--- src/rtl/z80_bus_sequencer_pkg.sv ---
// z80_bus_pkg: shared types and constants for the Z80 bus sequencer.
//   seq_state_e  - bus-cycle FSM states
//   strobes_t    - packed view of the five active-low Z80 strobes
//   SYNC_STAGES  - synchroniser depth on the strobe inputs
//   ABORT_CNT_W  - width of the saturating abort counter
package z80_bus_pkg;

  localparam int SYNC_STAGES = 2;
  localparam int STROBE_W    = 5;
  localparam int ABORT_CNT_W = 8;

  typedef enum logic [2:0] {
    IDLE     = 3'd0,
    REQ      = 3'd1,
    WAIT_RSP = 3'd2,
    DRIVE    = 3'd3,
    DONE     = 3'd4
  } seq_state_e;

  typedef struct packed {
    logic m1_n;
    logic iorq_n;
    logic mrq_n;
    logic wr_n;
    logic rd_n;
  } strobes_t;

  function automatic logic [ABORT_CNT_W-1:0] sat_inc(input logic [ABORT_CNT_W-1:0] v);
    logic [ABORT_CNT_W-1:0] one;
    one = {{(ABORT_CNT_W-1){1'b0}}, 1'b1};
    return (&v) ? v : v + one;
  endfunction

endpackage

--- src/rtl/z80_bus_sequencer_if.sv ---
// z80_bus_sequencer_if: request/response channel between the Z80 bus
// sequencer (master) and the backend slaves (ROM, LED/IO ports).
//   req_valid/req_ready - one handshake per claimed bus cycle
//   req_write, req_io   - cycle type
//   req_addr, req_wdata - address and write data latched at cycle start
//   rsp_valid/rsp_rdata - read data returned by the backend (reads only)
interface z80_bus_sequencer_if;

  logic        req_valid;
  logic        req_ready;
  logic        req_write;
  logic        req_io;
  logic [15:0] req_addr;
  logic [7:0]  req_wdata;
  logic        rsp_valid;
  logic [7:0]  rsp_rdata;

  modport master (
    output req_valid, req_write, req_io, req_addr, req_wdata,
    input  req_ready, rsp_valid, rsp_rdata
  );

  modport slave (
    input  req_valid, req_write, req_io, req_addr, req_wdata,
    output req_ready, rsp_valid, rsp_rdata
  );

endinterface

--- src/rtl/z80_bus_sequencer_sync.sv ---
// z80_sync2: multi-bit flop-chain synchroniser (SYNC_STAGES deep) for
// asynchronous level inputs. Each bit is synchronised independently.
//   clk  - destination clock
//   rst  - synchronous active-high reset, loads RESET_VAL into every stage
//   din  - asynchronous inputs
//   dout - synchronised outputs
module z80_sync2
  import z80_bus_pkg::*;
#(
  parameter int               WIDTH     = 5,
  parameter logic [WIDTH-1:0] RESET_VAL = '1
) (
  input  logic             clk,
  input  logic             rst,
  input  logic [WIDTH-1:0] din,
  output logic [WIDTH-1:0] dout
);

  logic [SYNC_STAGES-1:0][WIDTH-1:0] sync_q;
  logic [SYNC_STAGES-1:0][WIDTH-1:0] sync_d;

  always_comb begin
    sync_d = {sync_q[SYNC_STAGES-2:0], din};
  end

  always_ff @(posedge clk) begin
    if (rst) begin
      sync_q <= {SYNC_STAGES{RESET_VAL}};
    end else begin
      sync_q <= sync_d;
    end
  end

  assign dout = sync_q[SYNC_STAGES-1];

endmodule

--- src/rtl/z80_bus_sequencer.sv ---
// z80_bus_sequencer: RC2014 bus front end. Synchronises the Z80 strobes,
// classifies each bus cycle, issues one backend request per claimed cycle
// and drives read data back onto the data pads.
//
// Ports:
//   CLK, RST            - system clock, synchronous active-high reset
//   A, D_IN             - raw Z80 address and sampled data bus
//   RD, WR, MRQ, IORQ, M1 - asynchronous active-low Z80 strobes
//   D_OUT, D_OE         - read data and pad output enable
//   WAIT                - active-low Z80 wait (only with Z80_WAIT_EN)
//   be                  - backend request/response channel (master side)
//   abort_cnt           - saturating count of aborted cycles
//
// Build option: define Z80_WAIT_EN to add the WAIT output, which stalls the
// CPU while a request or response is outstanding.
//
// State     | meaning
// ----------+-------------------------------------------------------------
// IDLE      | waiting for a new bus cycle to start
// REQ       | request presented to backend, waiting for req_ready
// WAIT_RSP  | read accepted, waiting for rsp_valid
// DRIVE     | driving read data onto D until RD deasserts
// DONE      | cycle finished or unclaimed, waiting for RD and WR high
module z80_bus_sequencer
  import z80_bus_pkg::*;
#(
  parameter logic [15:0] MEM_BASE = 16'h0000,
  parameter logic [15:0] MEM_SIZE = 16'h2000,
  parameter logic [7:0]  IO_BASE  = 8'hC0,
  parameter logic [7:0]  IO_SIZE  = 8'h04
) (
  input  logic                   CLK,
  input  logic                   RST,
  input  logic [15:0]            A,
  input  logic [7:0]             D_IN,
  input  logic                   RD,
  input  logic                   WR,
  input  logic                   MRQ,
  input  logic                   IORQ,
  input  logic                   M1,
  output logic [7:0]             D_OUT,
  output logic                   D_OE,
`ifdef Z80_WAIT_EN
  output logic                   WAIT,
`endif
  z80_bus_sequencer_if.master    be,
  output logic [ABORT_CNT_W-1:0] abort_cnt
);

  localparam int SETTLE_W = $clog2(SYNC_STAGES + 1);

  strobes_t              s;
  logic [STROBE_W-1:0]   s_vec;

  seq_state_e            state_q, state_d;
  logic                  req_valid_q, req_valid_d;
  logic                  req_write_q, req_write_d;
  logic                  req_io_q, req_io_d;
  logic [15:0]           req_addr_q, req_addr_d;
  logic [7:0]            req_wdata_q, req_wdata_d;
  logic [7:0]            d_out_q, d_out_d;
  logic                  d_oe_q, d_oe_d;
  logic [ABORT_CNT_W-1:0] abort_cnt_q, abort_cnt_d;
  logic [SETTLE_W-1:0]   settle_q, settle_d;
  logic                  armed_q, armed_d;

  logic                  bus_active;
  logic                  intack;
  logic                  cycle_end;
  logic                  cycle_io;
  logic                  cycle_wr;
  logic                  settled;
  logic                  start;
  logic                  claimed;
  logic [15:0]           mem_off;
  logic [7:0]            io_off;

  z80_sync2 #(
    .WIDTH     (STROBE_W),
    .RESET_VAL ({STROBE_W{1'b1}})
  ) u_sync (
    .clk  (CLK),
    .rst  (RST),
    .din  ({M1, IORQ, MRQ, WR, RD}),
    .dout (s_vec)
  );

  assign s = strobes_t'(s_vec);

  assign bus_active = (!s.mrq_n || !s.iorq_n) && (!s.rd_n || !s.wr_n);
  assign intack     = !s.m1_n && !s.iorq_n;
  assign cycle_end  = s.rd_n && s.wr_n;
  assign cycle_io   = !s.iorq_n && s.mrq_n;
  assign cycle_wr   = !s.wr_n;

  // Unsigned subtraction at operand width: addresses below the base wrap
  // to large offsets and fall outside the window.
  assign mem_off = A - MEM_BASE;
  assign io_off  = A[7:0] - IO_BASE;
  assign claimed = cycle_io ? (io_off < IO_SIZE) : (mem_off < MEM_SIZE);

  // The synchroniser outputs read "idle" during and just after reset, so
  // they are not trusted until the chain has refilled. Only an idle-to-active
  // transition seen after that counts as a cycle start, which keeps a cycle
  // that straddles reset release from being serviced.
  assign settled = (settle_q == SETTLE_W'(SYNC_STAGES));
  assign start   = bus_active && armed_q && !intack;

  always_comb begin
    settle_d = settled ? settle_q : settle_q + 1'b1;
    armed_d  = settled && !bus_active;
  end

  always_comb begin
    state_d     = state_q;
    req_valid_d = req_valid_q;
    req_write_d = req_write_q;
    req_io_d    = req_io_q;
    req_addr_d  = req_addr_q;
    req_wdata_d = req_wdata_q;
    d_out_d     = d_out_q;
    d_oe_d      = d_oe_q;
    abort_cnt_d = abort_cnt_q;

    case (state_q)
      IDLE: begin
        if (start) begin
          if (claimed) begin
            req_valid_d = 1'b1;
            req_write_d = cycle_wr;
            req_io_d    = cycle_io;
            req_addr_d  = A;
            req_wdata_d = D_IN;
            state_d     = REQ;
          end else begin
            state_d = DONE;
          end
        end
      end

      REQ: begin
        // Abort wins over a simultaneous req_ready; the backend still sees
        // the handshake complete because req_valid drops either way.
        if (cycle_end) begin
          req_valid_d = 1'b0;
          abort_cnt_d = sat_inc(abort_cnt_q);
          state_d     = IDLE;
        end else if (be.req_ready) begin
          req_valid_d = 1'b0;
          state_d     = req_write_q ? DONE : WAIT_RSP;
        end
      end

      WAIT_RSP: begin
        if (cycle_end) begin
          abort_cnt_d = sat_inc(abort_cnt_q);
          state_d     = IDLE;
        end else if (be.rsp_valid) begin
          d_out_d = be.rsp_rdata;
          d_oe_d  = 1'b1;
          state_d = DRIVE;
        end
      end

      DRIVE: begin
        if (s.rd_n) begin
          d_oe_d  = 1'b0;
          state_d = IDLE;
        end
      end

      DONE: begin
        if (cycle_end) begin
          state_d = IDLE;
        end
      end

      default: begin
        req_valid_d = 1'b0;
        d_oe_d      = 1'b0;
        state_d     = IDLE;
      end
    endcase
  end

  always_ff @(posedge CLK) begin
    if (RST) begin
      state_q     <= IDLE;
      req_valid_q <= 1'b0;
      req_write_q <= 1'b0;
      req_io_q    <= 1'b0;
      req_addr_q  <= 16'h0000;
      req_wdata_q <= 8'h00;
      d_out_q     <= 8'h00;
      d_oe_q      <= 1'b0;
      abort_cnt_q <= '0;
      settle_q    <= '0;
      armed_q     <= 1'b0;
    end else begin
      state_q     <= state_d;
      req_valid_q <= req_valid_d;
      req_write_q <= req_write_d;
      req_io_q    <= req_io_d;
      req_addr_q  <= req_addr_d;
      req_wdata_q <= req_wdata_d;
      d_out_q     <= d_out_d;
      d_oe_q      <= d_oe_d;
      abort_cnt_q <= abort_cnt_d;
      settle_q    <= settle_d;
      armed_q     <= armed_d;
    end
  end

  assign be.req_valid = req_valid_q;
  assign be.req_write = req_write_q;
  assign be.req_io    = req_io_q;
  assign be.req_addr  = req_addr_q;
  assign be.req_wdata = req_wdata_q;
  assign D_OUT        = d_out_q;
  assign D_OE         = d_oe_q;
  assign abort_cnt    = abort_cnt_q;

`ifdef Z80_WAIT_EN
  // REQ and WAIT_RSP are only ever entered for claimed cycles.
  assign WAIT = !((state_q == REQ) || (state_q == WAIT_RSP));
`endif

endmodule

--- src/flat_wrapper.sv ---
// flat-port wrapper written by rule: the top's interface ports become plain ports
module z80_bus_sequencer_flat import z80_bus_pkg::*;
#(
  parameter logic [15:0] MEM_BASE = 16'h0000,
  parameter logic [15:0] MEM_SIZE = 16'h2000,
  parameter logic [7:0]  IO_BASE  = 8'hC0,
  parameter logic [7:0]  IO_SIZE  = 8'h04
)
  (CLK, RST, A, D_IN, RD, WR, MRQ, IORQ, M1, D_OUT, D_OE, abort_cnt, be_req_valid, be_req_write, be_req_io, be_req_addr, be_req_wdata, be_req_ready, be_rsp_valid, be_rsp_rdata);
  z80_bus_sequencer_if be_i ();
  input  logic CLK;
  input  logic RST;
  input  logic [15:0] A;
  input  logic [7:0] D_IN;
  input  logic RD;
  input  logic WR;
  input  logic MRQ;
  input  logic IORQ;
  input  logic M1;
  output logic [7:0] D_OUT;
  output logic D_OE;
  output logic [ABORT_CNT_W-1:0] abort_cnt;
  output wire logic [$bits(be_i.req_valid)-1:0] be_req_valid;
  output wire logic [$bits(be_i.req_write)-1:0] be_req_write;
  output wire logic [$bits(be_i.req_io)-1:0] be_req_io;
  output wire logic [$bits(be_i.req_addr)-1:0] be_req_addr;
  output wire logic [$bits(be_i.req_wdata)-1:0] be_req_wdata;
  input wire logic [$bits(be_i.req_ready)-1:0] be_req_ready;
  input wire logic [$bits(be_i.rsp_valid)-1:0] be_rsp_valid;
  input wire logic [$bits(be_i.rsp_rdata)-1:0] be_rsp_rdata;
  assign be_req_valid = be_i.req_valid;
  assign be_req_write = be_i.req_write;
  assign be_req_io = be_i.req_io;
  assign be_req_addr = be_i.req_addr;
  assign be_req_wdata = be_i.req_wdata;
  assign be_i.req_ready = be_req_ready;
  assign be_i.rsp_valid = be_rsp_valid;
  assign be_i.rsp_rdata = be_rsp_rdata;
  z80_bus_sequencer #(.MEM_BASE(MEM_BASE), .MEM_SIZE(MEM_SIZE), .IO_BASE(IO_BASE), .IO_SIZE(IO_SIZE)) u_core (.CLK(CLK), .RST(RST), .A(A), .D_IN(D_IN), .RD(RD), .WR(WR), .MRQ(MRQ), .IORQ(IORQ), .M1(M1), .D_OUT(D_OUT), .D_OE(D_OE), .be(be_i), .abort_cnt(abort_cnt));
endmodule
--- config.mk ---
export PLATFORM = sky130hd
export DESIGN_NAME = z80_bus_sequencer_flat
export DESIGN_NICKNAME = d
export VERILOG_FILES = /design/src/rtl/z80_bus_sequencer_pkg.sv /design/src/rtl/z80_bus_sequencer_if.sv /design/src/rtl/z80_bus_sequencer_sync.sv /design/src/rtl/z80_bus_sequencer.sv /design/src/flat_wrapper.sv
export SDC_FILE = /design/constraint.sdc
export NUM_CORES = 1
export LEC_CHECK = 0
export CAP_MARGIN = 5
export CORE_ASPECT_RATIO = 2
export CORE_UTILIZATION = 40
export DETAILED_ROUTE_END_ITERATION = 10
export PLACE_DENSITY_LB_ADDON = 0.15
export SYNTH_ARGS = -nofsm -noshare
export SYNTH_HDL_FRONTEND = slang
export SYNTH_SLANG_ARGS = --single-unit
--- constraint.sdc ---
create_clock -name CLK -period 1.7 [get_ports CLK]
set_input_delay 0.255 -clock CLK [delete_from_list [all_inputs] [get_ports CLK]]
set_output_delay 0.255 -clock CLK [all_outputs]
set_load 0.1 [all_outputs]
Word-level counts from Yosys, hierarchy flattened
Cells that the tools add are included.
Operators by class
  add/subtract/negate cells: 3
  bitwise operators: 4
  order comparisons: 2
  multiplexer cells: 20
  reduce and logical (&&, ||, !) cells: 27
  equality and inequality tests: 13
Operators by type and width (number)
  two-way mux 3 bit: 9
  < comparator 16 x 14 -> 1 bit (second input constant): 1
  case mux 3 bit (5 select lines): 1
  AND reduction 3 bit: 3
  adder 8 x 1 -> 8 bit (second input constant): 1
  < comparator 8 x 3 -> 1 bit (second input constant): 1
  two-way mux 1 bit: 8
  AND reduction 4 bit: 2
  AND reduction 8 bit: 1
  subtractor 8 bit (second input constant): 1
  logical AND 1 bit: 7
  zero test 1 bit: 7
  == test 3 x 2 -> 1 bit (second input constant): 2
  inequality test 2 x 1 -> 1 bit (second input constant): 3
  inequality test 2 bit (second input constant): 3
  inequality test 3 x 2 -> 1 bit (second input constant): 2
  case mux 1 bit (3 select lines): 2
  OR reduction 3 bit: 2
  AND reduction 5 bit: 1
  NOT 1 bit: 4
  == test 3 x 1 -> 1 bit (second input constant): 1
  == test 3 bit (second input constant): 1
  zero test 3 bit: 1
  adder 2 x 1 -> 2 bit (second input constant): 1
  3 further kinds: 4
Word-level totals
  register bits after elaboration: 60
  logic and storage cells: 82
  output and inout bits: 44

Logic depth before layout (Yosys ltp)
Gate-level depths: netlist (run 1).
  word-level depth: 7
  mapped depth: 7
  depth with buffers taken out: 6

Cells and area by module
From an unflattened synthesis (run 1), not the netlist that was laid out.
Second synthesis, totals
  cells, all modules: 284
  area total of the unflattened synthesis: 2572.5 um^2
By module, submodules not included
  z80_bus_sequencer: cells an instance 264, area each 2309.7 um^2, instances 1
  z80_sync2: cells an instance 20, area each 262.8 um^2, instances 1

Worst setup path after synthesis (run 1)
No wires, ideal clock.
  kind: register to register
  start point: register u_core.abort_cnt_q[0], in the netlist u_core.abort_cnt[0]
  end point: register u_core.abort_cnt_q[2], in the netlist u_core.abort_cnt[2]
  setup slack: -0.509 ns
  library setup time: 0.128 ns
  cell stages (with the launch flop): 7
  clock period less this slack: 2.209 ns
  buffers on the path: 0
  data required time: 1.572 ns
  arrival time: 2.081 ns
  cell sequence: dfxtp_1 -> ha_1 -> nand3_1 -> nor2_1 -> nor3b_1 -> xnor2_1 -> nor2_1
Between the ends
  word-level cells in the longest chain between the ends: 3
  elaborated cells on any way between the ends: 4
RTL lines
  start, declared: RTL line z80_bus_sequencer.sv:63  | logic [ABORT_CNT_W-1:0] abort_cnt_q, abort_cnt_d;
  start signal, assigned: RTL line z80_bus_sequencer.sv:208  | abort_cnt_q <= abort_cnt_d;
  branches (longest 3 deep; another with adder 8 x 1 -> 8 bit)
Parallel ways; which one is timed is not known.
A chain may end at the register's enable or synchronous reset.

Worst setup path after layout (run 1)
  start point: register u_core.u_sync.sync_q (netlist bit u_core.u_sync.dout[3])
  end point: register u_core.req_addr_q[6], in the netlist u_core.be.req_addr[6]
Between the ends
  word-level cells in the longest chain between the ends: 6
  elaborated cells on any way between the ends: 10
RTL lines
  start, declared: RTL line z80_bus_sequencer_sync.sv:19  | logic [SYNC_STAGES-1:0][WIDTH-1:0] sync_q;
  start signal, assigned: RTL line z80_bus_sequencer_sync.sv:28  | sync_q <= {SYNC_STAGES{RESET_VAL}};
  start signal, assigned: RTL line z80_bus_sequencer_sync.sv:30  | sync_q <= sync_d;
  zero test 1 bit *: RTL line z80_bus_sequencer.sv:90, z80_bus_sequencer.sv:91, z80_bus_sequencer.sv:93
  logical OR 1 bit: RTL line z80_bus_sequencer.sv:90  | assign bus_active = (!s.mrq_n || !s.iorq_n) && (!s.rd_n || !s.wr_n);
  logical AND 1 bit: RTL line z80_bus_sequencer.sv:90
  logical AND 1 bit (2 in a row): RTL line z80_bus_sequencer.sv:107  | assign start = bus_active && armed_q && !intack;
  AND reduction 3 bit (no line) *
  end signal, assigned: RTL line z80_bus_sequencer.sv:204  | req_addr_q <= req_addr_d;
  end, declared: RTL line z80_bus_sequencer.sv:59  | logic [15:0] req_addr_q, req_addr_d;
Every way passes the cells marked *; elsewhere a longest branch is shown, timed or not.

==> results of run 1 <==
[registers in the layout, summed over array words and instances, names as in the netlist]
register              cells
u_core.be.req_valid       1
u_core.abort_cnt          8
u_core.be.req_addr       16
u_core.D_OUT              8
u_core.armed_q            1
u_core.state_q            3
u_core.be.req_io          1
u_core.settle_q           2
u_core.u_sync.dout        5
u_core.be.req_wdata       8
u_core.u_sync.sync_d      5
u_core.D_OE               1
u_core.be.req_write       1
[final cells by class]
cell class              count  area [µm²]
inverters                   3        11.3
well taps                  61        76.3
clock inverters             1        5.00
flip-flops and latches     60        1230
repair buffers            119        1620
multi-input cells         171        1220
fillers                   380        1320
clock buffers              15         278
[final timing paths]
check | from | to | slack [ns] | cells after the start
worst min-delay path | A[7] | u_core.be.req_addr[7]$_SDFFE_PP0P_ | 0.28 | 3
worst max-delay path | u_core.u_sync.dout[3]$_SDFF_PP1_ | u_core.be.req_addr[6]$_SDFFE_PP0P_ | -0.02 | 8
worst min register to register | u_core.u_sync.sync_d[5]$_SDFF_PP1_ | u_core.u_sync.dout[0]$_SDFF_PP1_ | 0.40 | 1
worst max register to register | u_core.u_sync.dout[3]$_SDFF_PP1_ | u_core.be.req_addr[6]$_SDFFE_PP0P_ | -0.02 | 8
[timing repair]
| action | CTS | global route |
|---|---|---|
| cloned | 2 | 1 |
| endpoints found under the setup margin | 26 | 33 |
| resized for setup | 14 | 26 |
| pin swaps | 5 | 5 |
| buffers inserted | 3 | 6 |
[power groups by stage]
| stage | Combinational, W | Clock (W) | Sequential [W] |
|---|---|---|---|
| after floorplan | 0.000118 | 0 | 0.00149 |
| after global placement | 0.000259 | 0 | 0.00149 |
| after detailed placement | 0.000273 | 0 | 0.00149 |
| after CTS | 0.000278 | 0.00173 | 0.00147 |
| after global routing | 0.000303 | 0.00180 | 0.00147 |
| final | 0.000277 | 0.00169 | 0.00147 |
[worst min-delay path, stage by stage]
cell            delay, ns
dlymetal6s2s_1       0.13
mux2i_1              0.10
nor2_1               0.08
[synthesized netlist by cell type (2+ instances only)]
cell      count  area, µm²
or2_2        11       68.8
o21a_1        3       22.5
nor3_1        6       30.0
nand2b_1      6       37.5
and3_1        3       18.8
dfxtp_1      60       1200
a211oi_1      3       22.5
nor2_1       47        176
ha_1          2       25.0
o21ai_0       4       20.0
nand2_1       5       18.8
mux2i_1      32        320
nor4_2        2       25.0
o211ai_1      2       15.0
inv_1         3       11.3
buf_4         3       22.5
buf_2         2       10.0
a21oi_1       8       40.0
nor3b_1       3       22.5
nand3_1       5       25.0
clkbuf_1      8       30.0
nor4b_1       2       17.5
a22oi_1       2       15.0
or3_1         2       12.5
nor2b_1       4       25.0
xnor2_1       7       61.3
[metrics by stage]
| stage | setup TNS, ns | instance area, µm² | utilization (%) | cells |
|---|---|---|---|---|
| finish | -0.0243 | 4440 | 77.1 | 430 |
| global route | -1.45 | 4440 | 77.1 | 430 |
| CTS | -0.389 | 4310 | 74.8 | 424 |
| detailed placement | -12.63 | 3920 | 68.1 | 403 |
| global placement | -11.58 | 3920 | 68.1 | 403 |
| floorplan | -0.0381 | 2450 | - | 249 |
[metal layers]
layer  part of all wire, %  GRT usage (%)  routed length (µm)
met5                     0              0                   0
met4                   3.7           14.0                 244
met3                   5.3           6.85                 349
met2                    57           39.6                3710
met1                    34           19.6                2250
[cell families (layout without fill, tap and decap cells)]
| group | after synthesis | after routing |
|---|---|---|
| simple gates | 101 | 101 |
| buf+inv | 18 | 138 |
| mux | 32 | 32 |
| flops | 60 | 60 |
| compound gates | 28 | 28 |
| xor+xnor | 8 | 8 |
| fa+ha+maj | 2 | 2 |
==> reports/metrics.cfg, run 1 <==
[critical_path]
cp_max_fo = 5
arrival_ns = 1.92
endpoint_kind = flip-flop
cp.required_ns = 1.91
worstPathCellList = nor4bb_4 > a22oi_2 > nor3_4 > buf_4 > buf_4 > buf_16 > mux2i_1 > nor2_1
crit_family = simple AND/OR/NAND/NOR gates
slowest_delay_ns = 0.36
path_buf_inv = 3
crit_type = flip-flop to flip-flop
slowest_stage = dfxtp_4
critPathLaunchType = flip-flop
cpMostUsedCell = buf_4

[timing]
min_period_over_period_pct = 101
hold_viol = 0
min_period_ns = 1.72
worstMarginPinSlew_ns = 0.499
setup_viol = 2
max_freq_mhz = 583
slew_violations = 0
relSlewSlack_pct = 66.7
layout_setup_ws_ns = -0.0150
rsz0062_at_grt = yes
finClkSkew_ns = 0.00640
hold_ws_ns = 0.283

[power_and_ir_drop]
p_per_area_nw_per_um2 = 774
seqPwrFrac_pct = 42.7
power.total_w = 0.00344
ir_drop_v = 0.000721
pwr-share-comb_pct = 8.1
p_int_w = 0.00271
p_switching_w = 0.000730
p_leak_nw = 1.70
clock_power_share_pct = 49.3
p_sw_share_pct = 21.2

[clock_tree]
cts_made_buffers = 9
cts_hold_buf = 0
clock_sinks = 60
clkLatencyLatePin_ns = 0.32
cts_tree = built
clockBufferDepth = 2
cts.htree.levels = 3
cts_root_buf = clkbuf_16
clk_pin_slew_ns = 0.05

[logic_synthesis]
synthAdderAreaFrac_pct = 1.04
async_flop_share_pct = 0
synth_cell_type_count = 40
ys_ff_latch = 60
synth-xor-area-share_pct = 2.91
mappedNetlistArea_um2 = 2400
synthCells = 249
ys.warnings.count = 0
synth-simple-area-share_pct = 21.5
synth_flop_cell = dfxtp_1
ys_seq_area_share_pct = 49.9
synthMuxAreaShare_pct = 13.3
synth_compound_area_share_pct = 7.54
synth_top_family_by_area = simple AND/OR/NAND/NOR gates
avgSynthCellArea_um2 = 9.66
synth_edf_count = 0
syn-num-nets = 292

[finish]
mostFrequentLayoutCells = buf_12 (47), nor2_1 (46), dfxtp_1 (46)
final_nets = 407
drive_gt1_share_pct = 36.3
diodes = 0
area_growth_pct = 84.7
layout_commonest_cell = buf_12

[die]
ios = 85
coreArea_um2 = 5760
initial_core_util_pct = 41.8
dieHeight_um = 112
die_area_um2 = 6340
fp-row-count = 39
fp.dieW_um = 56.8

[detailed_routing]
ant_nets = 0
drt-total-wl_um = 6550
via_count = 2252
drtIter0Drc = 66
firstDrtPassIters = 7
drc = 6
avgViaCountPerCell = 5.24
wl_per_cell_um = 15.2

[global_routing]
grt_usage_pct = 21.6
grt_max_degree = 32
grt_antenna_before_repair = 0
overflow = 0
grt_pass1_vias = 2336
grt_pass1_wl_um = 10400

[placed_design]
pre_cts_ws_ns = -0.620
place.gp.congestion = 0.897
hpwl_um = 4510
portBuffers = 84

[worst_hold_path]
min_path_type = primary input to flip-flop

[outcome]
outcome = complete, but fails checks
violations = DRC, setup timing

[run]
drv_cap = 0

Power figures use the tool's default switching activity.
==> inputs of run 2 (changes only) <==
--- a/config.mk
+++ b/config.mk
@@ -9,6 +9,7 @@
 export CORE_ASPECT_RATIO = 2
 export CORE_UTILIZATION = 40
 export DETAILED_ROUTE_END_ITERATION = 10
+export GPL_TIMING_DRIVEN = 0
 export PLACE_DENSITY_LB_ADDON = 0.15
 export SYNTH_ARGS = -nofsm -noshare
 export SYNTH_HDL_FRONTEND = slang
==> run 2 against run 1 <==
Effect of this change: the run still ends with DRC, setup timing left; register-to-register slack is essentially flat; cell count decreased by 3.0%; count of clock-buffer cells in the layout shrank 4; wire length shrank 7.1%; critical path depth is 2 lower; clock skew about the same; hold slack got worse by 0.042 ns; final area shrank 11%; combinational power shrank 4%; fmax about the same; largest power group unchanged.
==> reports/metrics.cfg, run 2 (synthesis gave the netlist of run 1 again) <==
[outcome]
outcome = complete, but fails checks
violations = DRC, setup timing

[detailed_routing]
drtIter0Drc = 73  ; +11%
drc = 5  ; -1
avgViaCountPerCell = 5.09  ; -2.8%
drt-total-wl_um = 6080  ; -7.1%
ant_nets = 0  ; unchanged
wl_per_cell_um = 14.6  ; -4.2%
via_count = 2122  ; -5.8%
firstDrtPassIters = 7  ; unchanged

[finish]
area_growth_pct = 65.3
utilization_pct = 69.0  ; -8.1 points
mostFrequentLayoutCells = dfxtp_1 (47), nor2_1 (45), clkdlybuf4s15_2 (44)
final_nets = 394  ; -3.2%
diodes = 0  ; unchanged
largest_register_ffs = 16  ; unchanged
finalInstanceArea_um2 = 3980  ; -11%
drive_gt1_share_pct = 33.7  ; -2.6 points
layout_commonest_cell = dfxtp_1

[clock_tree]
clock_sinks = 60  ; unchanged
clk_pin_slew_ns = 0.05  ; about the same
cts.htree.levels = 3  ; unchanged
cts_made_buffers = 9  ; unchanged
cts_root_buf = clkbuf_16
cts_hold_buf = 0  ; unchanged
clkLatencyLatePin_ns = 0.32  ; about the same
clockBufferDepth = 2  ; unchanged
cts_tree = built

[critical_path]
crit_type = flip-flop to flip-flop
cp_max_fo = 8  ; +3
crit_family = simple AND/OR/NAND/NOR gates
arrival_ns = 1.91  ; about the same
worstPathCellList = buf_6 > nor2_4 > or4_4 > nor4_4 > xnor2_1 > nor2_1
path_buf_inv = 1  ; -2
slowest_stage = or4_4
slowest_delay_ns = 0.59  ; +0.23 ns
cp.required_ns = 1.89  ; -0.02 ns
critPathLaunchType = flip-flop
endpoint_kind = flip-flop

[power_and_ir_drop]
ir_drop_v = 0.000702  ; -2.6%
seqPwrFrac_pct = 43.1  ; +0.4 points
pwr-share-comb_pct = 7.8  ; -0.3 points
p_per_area_nw_per_um2 = 855  ; +10%
p_sw_share_pct = 22.0  ; +0.80 points
clock_power_share_pct = 49.1  ; -0.2 points
p_switching_w = 0.000749  ; +2.6%
p_leak_nw = 1.44  ; -15%
p_int_w = 0.00265  ; -2.2%

[timing]
hold_viol = 0  ; unchanged
max_freq_mhz = 583  ; about the same
layout_setup_ws_ns = -0.0142  ; +0.000878 ns
finClkSkew_ns = 0.00655  ; +0.000152 ns
min_period_over_period_pct = 101  ; about the same
min_period_ns = 1.71  ; -0.000878 ns
worstMarginPinSlew_ns = 0.564  ; +0.0652 ns
rsz0062_at_grt = yes
setup_viol = 3  ; +1
relSlewSlack_pct = 62.6  ; -4.2 points
slew_violations = 0  ; unchanged

[die]
fp.dieW_um = 56.8  ; unchanged
die_area_um2 = 6340  ; unchanged
fp-row-count = 39  ; unchanged
coreArea_um2 = 5760  ; unchanged
ios = 85  ; unchanged
initial_core_util_pct = 41.8  ; unchanged
dieHeight_um = 112  ; unchanged

[placed_design]
place.gp.congestion = 0.851  ; -5.1%
pre_cts_ws_ns = -0.700  ; -0.0800 ns
portBuffers = 83  ; -1.2%
hpwl_um = 4140  ; -8.2%
place_area_um2 = 3350  ; -14%

[global_routing]
grt_pass1_wl_um = 9620  ; -7.1%
grt_usage_pct = 19.9  ; -1.7 points
overflow = 0  ; unchanged
grt_pass1_vias = 2130  ; -8.8%
grt_antenna_before_repair = 0  ; unchanged
grt_max_degree = 11  ; -66%

[run]
drv_cap = 0  ; unchanged

[worst_hold_path]
min_path_type = primary input to flip-flop

==> run 2: changes by cell type in the layout (fill, tap and decap cells not counted), moves of 3 or more <==
cell,change
buf_4,-19
clkbuf_1,+5
clkbuf_16,+3
clkdlybuf4s15_2,+44
clkinv_2,+4
clkbuf_8,-3
buf_12,-45
==> run 2: cell type report <==
| cell class | count | area (µm²) |
|---|---|---|
| flip-flops and latches | 60 | 1230 |
| fillers | 431 | 1780 |
| repair buffers | 92 | 1000 |
| inverters | 3 | 11.3 |
| clock inverters | 5 | 25.0 |
| plain buffers | 14 | 111 |
| multi-input cells | 171 | 1260 |
| well taps | 61 | 76.3 |
| clock buffers | 11 | 254 |
==> run 2: metal layers <==
layer / GRT usage (%) / vias to the layer above / wire length (µm)
li1: - / 1053 / -
met1: 19.8 / 984 / 2240
met2: 35.5 / 69 / 3360
met3: 4.88 / 16 / 283
met4: 13.2 / 0 / 198
met5: 0 / - / 0
==> run 2: timing repair <==
item,in CTS,in global routing
resized for setup,156,26
pin swaps,8,10
gates cloned,0,2
buffers inserted,3,4
endpoints found under the hold margin,0,0
setup endpoints to repair,85,32
==> run 2: final timing paths <==
path                                      start                                  to  slack, ns  cells after the start
max              u_core.state_q[0]$_SDFFE_PP0P_    u_core.abort_cnt[5]$_SDFFE_PP0P_      -0.01                      6
min                                        A[6]  u_core.be.req_addr[6]$_SDFFE_PP0P_       0.24                      3
max reg2reg      u_core.state_q[0]$_SDFFE_PP0P_    u_core.abort_cnt[5]$_SDFFE_PP0P_      -0.01                      6
min reg2reg  u_core.u_sync.sync_d[6]$_SDFF_PP1_    u_core.u_sync.dout[1]$_SDFF_PP1_       0.40                      1
==> run 2: power groups by stage <==
| stage | logic (W) | clock network [W] | registers (W) |
|---|---|---|---|
| global route | 0.000295 | 0.00177 | 0.00147 |
| CTS | 0.000262 | 0.00170 | 0.00146 |
| global placement | 0.000238 | 0 | 0.00149 |
| detailed placement | 0.000246 | 0 | 0.00149 |
| floorplan | 0.000118 | 0 | 0.00149 |
| finish | 0.000265 | 0.00167 | 0.00146 |
==> run 2: tightest hold or removal path, delay by kind of cell <==
kind                   cells  cell delay, ns
muxes                      1            0.08
buffers and inverters      1            0.12
and+or+nand+nor            1            0.07
==> run 2: metrics by stage <==
stage	setup TNS (ns)	std cells	hold slack (ns)	power, W
2_1_floorplan	-0.0381	249	0.359	0.00161
3_3_place_gp	-17.71	393	0.392	0.00173
3_5_place_dp	-18.44	393	0.392	0.00174
4_1_cts	-0.170	411	0.384	0.00342
5_1_grt	-2.03	417	0.278	0.00353
6_report	-0.0173	417	0.241	0.00340
==> inputs of run 3 (changes only) <==
--- a/config.mk
+++ b/config.mk
@@ -6,8 +6,10 @@
 export NUM_CORES = 1
 export LEC_CHECK = 0
 export CAP_MARGIN = 5
+export CELL_PAD_IN_SITES_DETAIL_PLACEMENT = 1
+export CELL_PAD_IN_SITES_GLOBAL_PLACEMENT = 2
 export CORE_ASPECT_RATIO = 2
-export CORE_UTILIZATION = 40
+export CORE_UTILIZATION = 23
 export DETAILED_ROUTE_END_ITERATION = 10
 export GPL_TIMING_DRIVEN = 0
 export PLACE_DENSITY_LB_ADDON = 0.15
==> run 3 against run 2 <==
Effect of this change: the flow finishes with violations (setup timing); total power grew 6.2%; non-clock buffer count is 1 higher; utilization is 29 points lower; clock skew about the same; count of clock-buffer cells in the layout decreased by 1; die area increased by 72%.
==> reports/metrics.cfg, run 3 (synthesis gave the netlist of run 1 again) <==
[outcome]
outcome = complete, but fails checks
violations = setup timing

[power_and_ir_drop]
p_per_area_nw_per_um2 = 880  ; +3.0%
power.total_w = 0.00361  ; +6.2%
ir_drop_v = 0.000517  ; -26%
p_int_w = 0.00280  ; +5.8%
p_leak_nw = 1.45  ; +0.48%
seqPwrFrac_pct = 40.6  ; -2.5 points
pwr-share-comb_pct = 7.2  ; -0.6 points
p_sw_share_pct = 22.3  ; +0.29 points
clock_power_share_pct = 52.3  ; +3.2 points
p_switching_w = 0.000805  ; +7.6%

[clock_tree]
cts.htree.levels = 3  ; unchanged
clock_sinks = 60  ; unchanged
cts_tree = built
cts_made_buffers = 9  ; unchanged
clockBufferDepth = 2  ; unchanged
clk_pin_slew_ns = 0.05  ; about the same
cts_root_buf = clkbuf_16
clkLatencyLatePin_ns = 0.33  ; about the same

[finish]
largest_register_ffs = 16  ; unchanged
final_nets = 395  ; +0.25%
drive_gt1_share_pct = 33.6  ; -0.094 points
diodes = 0  ; unchanged
utilization_pct = 40.4  ; -29 points
nFillCells = 1167  ; +170%
area_growth_pct = 70.4
mostFrequentLayoutCells = dfxtp_1 (47), nor2_1 (46), clkdlybuf4s15_2 (44)
layout_commonest_cell = dfxtp_1
final_cells = 492  ; +18%

[detailed_routing]
via_count = 2177  ; +2.6%
wl_per_cell_um = 14.7  ; +0.63%
ant_nets = 0  ; unchanged
drt-total-wl_um = 7220  ; +19%
avgViaCountPerCell = 4.42  ; -13%
drtIter0Drc = 59  ; -19%
firstDrtPassIters = 4  ; -3
drc = 0  ; -5

[critical_path]
arrival_ns = 1.92  ; about the same
timing.rr.end = u_core.abort_cnt[5]$_SDFFE_PP0P_
crit_type = flip-flop to flip-flop
cp-endpoint = u_core.abort_cnt[5]$_SDFFE_PP0P_
cp.required_ns = 1.90  ; about the same
critPathLaunch = u_core.state_q[1]$_SDFFE_PP0P_
endpoint_kind = flip-flop
reg2reg_from = u_core.state_q[1]$_SDFFE_PP0P_
reg2reg_depth = 5  ; -1
critPathLaunchType = flip-flop
r2r_setup_slack_ns = -0.02  ; about the same
cp_max_fo = 8  ; unchanged

[placed_design]
place_inst = 467  ; +19%
place.gp.congestion = 0.791  ; -7.1%
portBuffers = 83  ; unchanged
hpwl_um = 5330  ; +29%

[die]
fp-row-count = 52  ; +33%
die_area_um2 = 10900  ; +72%
initial_core_util_pct = 23.7  ; -18 points
coreArea_um2 = 10100  ; +76%
ios = 85  ; unchanged
fp.dieW_um = 74.3  ; +31%
dieHeight_um = 147  ; +31%

[global_routing]
grt_antenna_before_repair = 0  ; unchanged
grt.met1_usage_pct = 13.8  ; -6.0 points
grtUsageMet3_pct = 4.07  ; -0.81 points
grt_pass1_wl_um = 11200  ; +17%
grt_usage_pct = 14.0  ; -5.9 points
grt_pass1_vias = 2229  ; +4.6%
grt-busiest-layer = met2
overflow = 0  ; unchanged
grt_max_degree = 12  ; +1
grtUsageMet2_pct = 25.2  ; -10 points

[timing]
min_period_over_period_pct = 101  ; +0.60 points
rsz0062_at_grt = yes
worstMarginPinSlew_ns = 0.573  ; +0.00897 ns
slew_violations = 0  ; unchanged
hold_ws_ns = 0.279  ; +0.0385 ns
min_period_ns = 1.72  ; +0.0103 ns
hold_viol = 0  ; unchanged
setup_viol = 2  ; -1
layout_setup_ws_ns = -0.0245  ; -0.0103 ns
relSlewSlack_pct = 61.8  ; -0.77 points
finClkSkew_ns = 0.00691  ; +0.000353 ns
max_freq_mhz = 580  ; -0.60%

[worst_hold_path]
min_path_type = primary input to flip-flop

[run]
drv_cap = 0  ; unchanged

run 3: layout make-up:
class                      count  area, µm²  area share (%)
buffer                        14        109            2.66
clock buffer                  10        250            6.11
clock inverter                 6       61.3            1.50
inverter                       3       11.3           0.275
multi-input combinational    171       1230            30.0
sequential                    60       1230            30.1
tap                          135        169            4.12
timing repair buffer          93       1040            25.3
run 3: per-stage QoR:
stage	setup TNS (ns)	instance area (µm²)	setup WS [ns]
2_1_floorplan	-0.0381	2450	-0.0151
3_3_place_gp	-21.51	3450	-0.750
3_5_place_dp	-20.84	3450	-0.736
4_1_cts	-1.45	3910	-0.0890
5_1_grt	-1.25	4100	-0.0845
6_report	-0.0274	4100	-0.0245
run 3: power groups by stage:
| stage | Clock, W | Sequential [W] | Combinational, W |
|---|---|---|---|
| 6_report | 0.00188 | 0.00146 | 0.000259 |
| 5_1_grt | 0.00201 | 0.00147 | 0.000290 |
| 2_1_floorplan | 0 | 0.00149 | 0.000118 |
| 4_1_cts | 0.00194 | 0.00146 | 0.000263 |
| 3_3_place_gp | 0 | 0.00149 | 0.000243 |
| 3_5_place_dp | 0 | 0.00150 | 0.000253 |
run 3: worst min path at each step:
stage                                             startpoint                                  to  slack (ns)  cells past startpoint
after floorplan                                           WR  u_core.u_sync.sync_d[6]$_SDFF_PP1_        0.36                      1
after global placement    u_core.u_sync.sync_d[9]$_SDFF_PP1_    u_core.u_sync.dout[4]$_SDFF_PP1_        0.39                      1
after detailed placement  u_core.u_sync.sync_d[5]$_SDFF_PP1_    u_core.u_sync.dout[0]$_SDFF_PP1_        0.40                      1
after CTS                                                RST           u_core.armed_q$_SDFF_PP0_        0.37                      3
after global routing                                    A[4]  u_core.be.req_addr[4]$_SDFFE_PP0P_        0.29                      3
final                                                   A[4]  u_core.be.req_addr[4]$_SDFFE_PP0P_        0.28                      3
run 3: metal layers:
| layer | up-vias | share of wire, % |
|---|---|---|
| met5 | - | 0 |
| met4 | 0 | 3.1 |
| met3 | 16 | 4.7 |
| met2 | 63 | 57 |
| met1 | 1042 | 35 |
| li1 | 1056 | - |
run 3: timing repair:
item                                    CTS  global route
pin swaps                                 7            11
setup buffers                             2             6
gates cloned                              0             2
endpoints found under the setup margin   88            45
resized for setup                       152            22
hold buffers                              0             0
run 3: critical path: stages (launching register included):
cell	delay, ns
dfxtp_4	0.35
and2_4	0.14
or4_4	0.60
nor4_4	0.30
xnor2_1	0.15
nor2_1	0.05
